### src/rtl/fu_config_sequencer.sv
// fu_config_sequencer: holds a small config program and issues it to a
// functional unit one word at a time over the on_off/ack handshake.
// Each entry is issued in RUN, and the ack is released in DRAIN before the
// sequencer advances.
// Optional build macro: FU_SEQ_TIMEOUT_EN adds a bounded ack wait in RUN.
module fu_config_sequencer #(
   parameter int cfg_width      = 16,
   parameter int depth          = 16,
   parameter int addr_w         = $clog2(depth),
   parameter int timeout_cycles = 64
) (
   input  logic                 clk,
   input  logic                 reset,
   input  logic                 cfg_we,
   input  logic [addr_w-1:0]    cfg_waddr,
   input  logic [cfg_width-1:0] cfg_wdata,
   input  logic [addr_w:0]      num_entries,
   input  logic                 start,
   input  logic                 stop,
   input  logic                 loop_en,
   input  logic                 ack,
   output logic [cfg_width-1:0] config_out,
   output logic                 on_off,
   output logic [addr_w-1:0]    pc,
   output logic                 busy,
   output logic                 done,
   output logic                 timeout_err
);

   typedef enum logic [1:0] {IDLE, RUN, DRAIN} state_t;

   localparam logic [addr_w:0]   depth_w   = (addr_w + 1)'(depth);
   localparam logic [addr_w-1:0] depth_max = addr_w'(depth - 1);

   state_t               state_reg, state_next;
   logic [cfg_width-1:0] mem [depth];
   logic [addr_w-1:0]    pc_reg, pc_next;
   logic [addr_w-1:0]    last_reg, last_next;
   logic [addr_w-1:0]    pc_inc;
   logic [addr_w-1:0]    last_sel;
   logic [cfg_width-1:0] config_reg, config_next;
   logic                 on_off_reg, on_off_next;
   logic                 done_reg, done_next;
   logic                 timeout_reg, timeout_next;
   logic                 timeout_hit;
   logic                 at_last;

   // Program length is clamped to the memory depth; last_sel is the index
   // of the final entry (only meaningful when num_entries is non-zero).
   assign last_sel = (num_entries > depth_w) ? depth_max
                                             : addr_w'(num_entries - 1'b1);
   assign pc_inc   = pc_reg + 1'b1;
   assign at_last  = (pc_reg == last_reg);

`ifdef FU_SEQ_TIMEOUT_EN
   localparam int               tmo_w    = $clog2(timeout_cycles + 1);
   localparam logic [tmo_w-1:0] tmo_last = tmo_w'(timeout_cycles - 1);

   logic [tmo_w-1:0] wait_cnt_reg, wait_cnt_next;

   // Ack wait counter: cleared on every entry to RUN, counts RUN cycles without ack.
   always_comb begin
      wait_cnt_next = wait_cnt_reg;
      if (state_next == RUN && state_reg != RUN)
         wait_cnt_next = '0;
      else if (state_reg == RUN && !ack)
         wait_cnt_next = wait_cnt_reg + 1'b1;
   end

   // Wait counter register.
   always_ff @(posedge clk) begin
      if (reset)
         wait_cnt_reg <= '0;
      else
         wait_cnt_reg <= wait_cnt_next;
   end

   // The cycle that would bring the count up to timeout_cycles aborts the program.
   assign timeout_hit = (state_reg == RUN) && !ack && (wait_cnt_reg == tmo_last);
`else
   logic timeout_unused;

   // No ack timeout in this build: RUN waits for ack indefinitely.
   assign timeout_hit    = 1'b0;
   assign timeout_unused = timeout_cycles[0];
`endif

   // Config memory: writes land only while idle so a running program never changes.
   always_ff @(posedge clk) begin
      if (cfg_we && state_reg == IDLE)
         mem[cfg_waddr] <= cfg_wdata;
   end

   // State and output registers.
   always_ff @(posedge clk) begin
      if (reset) begin
         state_reg   <= IDLE;
         pc_reg      <= '0;
         last_reg    <= '0;
         config_reg  <= '0;
         on_off_reg  <= 1'b0;
         done_reg    <= 1'b0;
         timeout_reg <= 1'b0;
      end else begin
         state_reg   <= state_next;
         pc_reg      <= pc_next;
         last_reg    <= last_next;
         config_reg  <= config_next;
         on_off_reg  <= on_off_next;
         done_reg    <= done_next;
         timeout_reg <= timeout_next;
      end
   end

   // Next-state logic; stop outranks ack, and DRAIN waits for ack to fall.
   always_comb begin
      state_next = state_reg;
      unique case (state_reg)
         IDLE: begin
            if (start && num_entries != '0)
               state_next = RUN;
         end
         RUN: begin
            if (stop || timeout_hit)
               state_next = IDLE;
            else if (ack)
               state_next = DRAIN;
         end
         DRAIN: begin
            if (stop)
               state_next = IDLE;
            else if (!ack)
               state_next = (at_last && !loop_en) ? IDLE : RUN;
         end
         default: state_next = IDLE;
      endcase
   end

   // Next values of the registered outputs for each state transition.
   always_comb begin
      pc_next      = pc_reg;
      last_next    = last_reg;
      config_next  = config_reg;
      on_off_next  = on_off_reg;
      done_next    = 1'b0;
      timeout_next = timeout_reg;
      unique case (state_reg)
         IDLE: begin
            on_off_next = 1'b0;
            if (start) begin
               if (num_entries == '0) begin
                  done_next = 1'b1;
               end else begin
                  last_next    = last_sel;
                  pc_next      = '0;
                  config_next  = mem[0];
                  on_off_next  = 1'b1;
                  timeout_next = 1'b0;
               end
            end
         end
         RUN: begin
            if (stop) begin
               on_off_next = 1'b0;
            end else if (timeout_hit) begin
               on_off_next  = 1'b0;
               timeout_next = 1'b1;
            end else if (ack) begin
               on_off_next = 1'b0;
            end
         end
         DRAIN: begin
            on_off_next = 1'b0;
            if (!stop && !ack) begin
               if (!at_last) begin
                  pc_next     = pc_inc;
                  config_next = mem[pc_inc];
                  on_off_next = 1'b1;
               end else if (loop_en) begin
                  pc_next     = '0;
                  config_next = mem[0];
                  on_off_next = 1'b1;
               end else begin
                  done_next = 1'b1;
               end
            end
         end
         default: on_off_next = 1'b0;
      endcase
   end

   assign config_out  = config_reg;
   assign on_off      = on_off_reg;
   assign pc          = pc_reg;
   assign busy        = (state_reg != IDLE);
   assign done        = done_reg;
   assign timeout_err = timeout_reg;

endmodule

### config.mk
export PLATFORM = sky130hd
export DESIGN_NAME = fu_config_sequencer
export DESIGN_NICKNAME = d
export VERILOG_FILES = /design/src/rtl/fu_config_sequencer.sv
export SDC_FILE = /design/constraint.sdc
export NUM_CORES = 1
export LEC_CHECK = 0
export CAP_MARGIN = 30
export CELL_PAD_IN_SITES_DETAIL_PLACEMENT = 1
export CELL_PAD_IN_SITES_GLOBAL_PLACEMENT = 1
export CORE_MARGIN = 8
export CORE_UTILIZATION = 52
export CTS_CLUSTER_SIZE = 10
export DETAILED_ROUTE_END_ITERATION = 7
export PLACE_DENSITY = 0.86
export SETUP_SLACK_MARGIN = 0.5
export SLEW_MARGIN = 20
export SYNTH_ARGS = -nofsm -noshare
export SYNTH_HDL_FRONTEND = slang
export SYNTH_SLANG_ARGS = --single-unit
### constraint.sdc
create_clock -name clk -period 2.9 [get_ports clk]
set_input_delay 0.58 -clock clk [delete_from_list [all_inputs] [get_ports clk]]
set_output_delay 0.58 -clock clk [all_outputs]
set_load 0.005 [all_outputs]
==> flow_metrics.tcl <==
set metrics [dict create \
    status "finished clean" \
    grt_overflow 0 \
    clock_latency_ns 0.52 \
    whs_endpoint "config_out[10]" \
    r2r_slack_ns 0.56 \
    via_count 6427 \
    ys_seq_area_share_pct 72.6 \
    synth_enable_flop_cells 256 \
    cts_buffers 34 \
    cp.arrival_ns 2.78 \
    power_mw 8.89 \
    largest_reg_flops 256 \
    crit_required_ns 3.29 \
    grt_use_total_pct 23.7 \
    drt-vias-per-instance 6.45 \
    drt_iter0_markers 665 \
    min-delay-start "config_out[10]" \
    pin_count 56 \
    nets 726 \
    antenna_found_initial 1 \
    syn_avg_cell_area_um2 19.0 \
    synthToLayoutAreaGrowth_pct 19.4 \
    regArea_um2 8250 \
    grt_start_max_net_pins 44 \
    holdPathStages 2 \
    die_w_um 164 \
    first_global_vias 7116 \
    slew_violations 0 \
    n_antenna_cell 0 \
    synth.distinct_cells 45 \
    drv_cap 0 \
    start_util_pct 52.6 \
    cts.root.buffer_cell "clkbuf_16" \
    place_hpwl_um 17700 \
    fillers 1827 \
    ys_ff_latch 284 \
    ctsHoldBuffers 0 \
    synthFlopType "edfxtp_1" \
    top_register "mem" \
    synth_area_leaders "edfxtp_1 68%, mux4_2 12%, dfxtp_1 4.9%, o41ai_2 2.1%, nor2_1 1.3%" \
    critical_path_class "in -> reg" \
    die_h_um 164 \
    cts_sinks 284 \
    grt_pass1_wl_um 46100 \
    gp_congestion 0.825 \
    pwr_density_cell_nw_per_um2 655 \
    synthArstFlopShare_pct 0 \
    ant_nets 0 \
    r2r_end "config_out[7]" \
    core_um2 21600 \
    setup_violations 0 \
    rsz0062_at_grt "yes" \
    slew_headroom_pct 32.3 \
    netlist_instances 597 \
    end_kind "flop" \
    dr.pass1.iters 5 \
    setup_ws_ns 0.511 \
    final_common_cell "edfxtp_1" \
    rows 54 \
    layout_min_cycle_time_ns 2.39 \
    yosysWarnings 0 \
    r2r_cells 7 \
    path_max_fanout 13 \
    netlist_area_um2 11400 \
    min_path_type "reg -> reg" \
    clkTransAtPathRegs_ns 0.06 \
    die_area_um2 26800 \
    cts_tree "done" \
    dp_slack_ns -0.150 \
    finalCritPeriodShare_pct 82.4 \
    finalHoldViolCount 0 \
    syn_nets 632 \
    cts_buffer_depth 3 \
    multi_input_area_um2 2990 \
    synth_largest_area_cell "edfxtp_1" \
    power.leakage_nw 4.36 \
    routed_wl_um 31500 \
    max_freq_mhz 419 \
    layout_common_cells "256 x edfxtp_1, 63 x mux4_2, 53 x clkdlybuf4s50_1" \
    timing.rr.start "pc[1]" \
    finClkSkew_ns 0.0176 \
    drive_above_1_share_pct 25.2 \
    drcViolationCount 0 \
    numPortBuffers 54 \
    startpoint_type "input port" \
    routedWlPerCell_um 31.6 \
    setup_tns_ns 0 \
    tightest_slew_ns 1.02 \
    peakVddDrop_uv 399 \
    htree_levels 2 \
    synth_top_area_share_pct 67.6 \
]
## layer usage
layer	track usage [%]	up-vias	share of wire [%]
met4	10.0	2	3.3
met3	6.32	82	10
li1	-	2633	-
met2	38.3	402	49
met5	0	-	0.041
met1	30.0	3308	38
## cells by family (layout without fill, tap and decap cells)
kind of cell             Yosys count  count (layout)  share of synthesized area (%)
AO/OA/AOI/OAI                     55              55                           4.61
XOR/XNOR                           7               7                          0.704
adder cells (fa/ha/maj)            3               3                          0.330
buffers and inverters             41             161                           2.05
flip-flops                       284             284                           72.6
multiplexers                      65              65                           12.8
other                              1               1                         0.0330
AND/OR/NAND/NOR                  141             141                           6.91
## synth_stat cells (5+ instances only)
cell type	number
buf_6	5
nor3_1	6
a22oi_1	16
o41ai_2	15
nand3_1	20
inv_1	6
a21oi_1	9
buf_2	15
clkbuf_1	10
nand3b_1	15
dfxtp_1	28
mux4_2	63
edfxtp_1	256
nand2b_1	5
and4_4	7
nand2_1	24
nor2_1	38
and4_1	9
## report_power, final
| part | switching, mW | internal (mW) | total (mW) |
|---|---|---|---|
| combinational | 0.223 | 0.161 | 0.384 |
| clock | 1.58 | 2.35 | 3.94 |
| sequential | 0.0395 | 4.53 | 4.57 |
| total | 1.85 | 7.04 | 8.89 |
## worst max-delay path, stage by stage
cell             delay [ns]
clkdlybuf4s50_1        0.50
inv_1                  0.08
ha_1                   0.21
or4b_4                 0.23
a21oi_2                0.07
a211o_4                0.40
bufbuf_16              0.31
o41ai_4                0.39
## area by class of cell
type	instances	share of cell area, %
inverters	6	0.166
repair buffers	93	6.90
clock buffers	60	7.46
flip-flops and latches	284	60.8
multi-input cells	272	22.0
clock inverters	2	0.0553
well taps	280	2.58
## repair_timing
action                                  4_1_cts  5_1_grt
gates cloned                                  1        0
endpoints found under the setup margin       23       15
gates resized for setup                      11        5
pin swaps                                     3        2
setup buffers                                 3        2
## through the flow
stage / std cells / utilization, % / hold slack (ns) / cell area (µm²)
after floorplan: 597 / - / 0.487 / 11400
after global placement: 929 / 57.3 / 0.491 / 12400
after detailed placement: 929 / 57.3 / 0.501 / 12400
after CTS: 995 / 62.5 / 0.517 / 13500
after global routing: 997 / 62.7 / 0.530 / 13600
final: 997 / 62.7 / 0.513 / 13600
## worst max path at each step
stage / depth (start not counted) / end / start
2_1_floorplan: 2 / mem[2][0] / cfg_waddr[0]
3_3_place_gp: 9 / pc[2] / num_entries[0]
3_5_place_dp: 9 / pc[2] / num_entries[0]
4_1_cts: 8 / config_out[7] / num_entries[0]
5_1_grt: 8 / config_out[7] / num_entries[0]
6_report: 8 / config_out[7] / num_entries[0]
No activity file was read; power rests on OpenSTA's default activity.
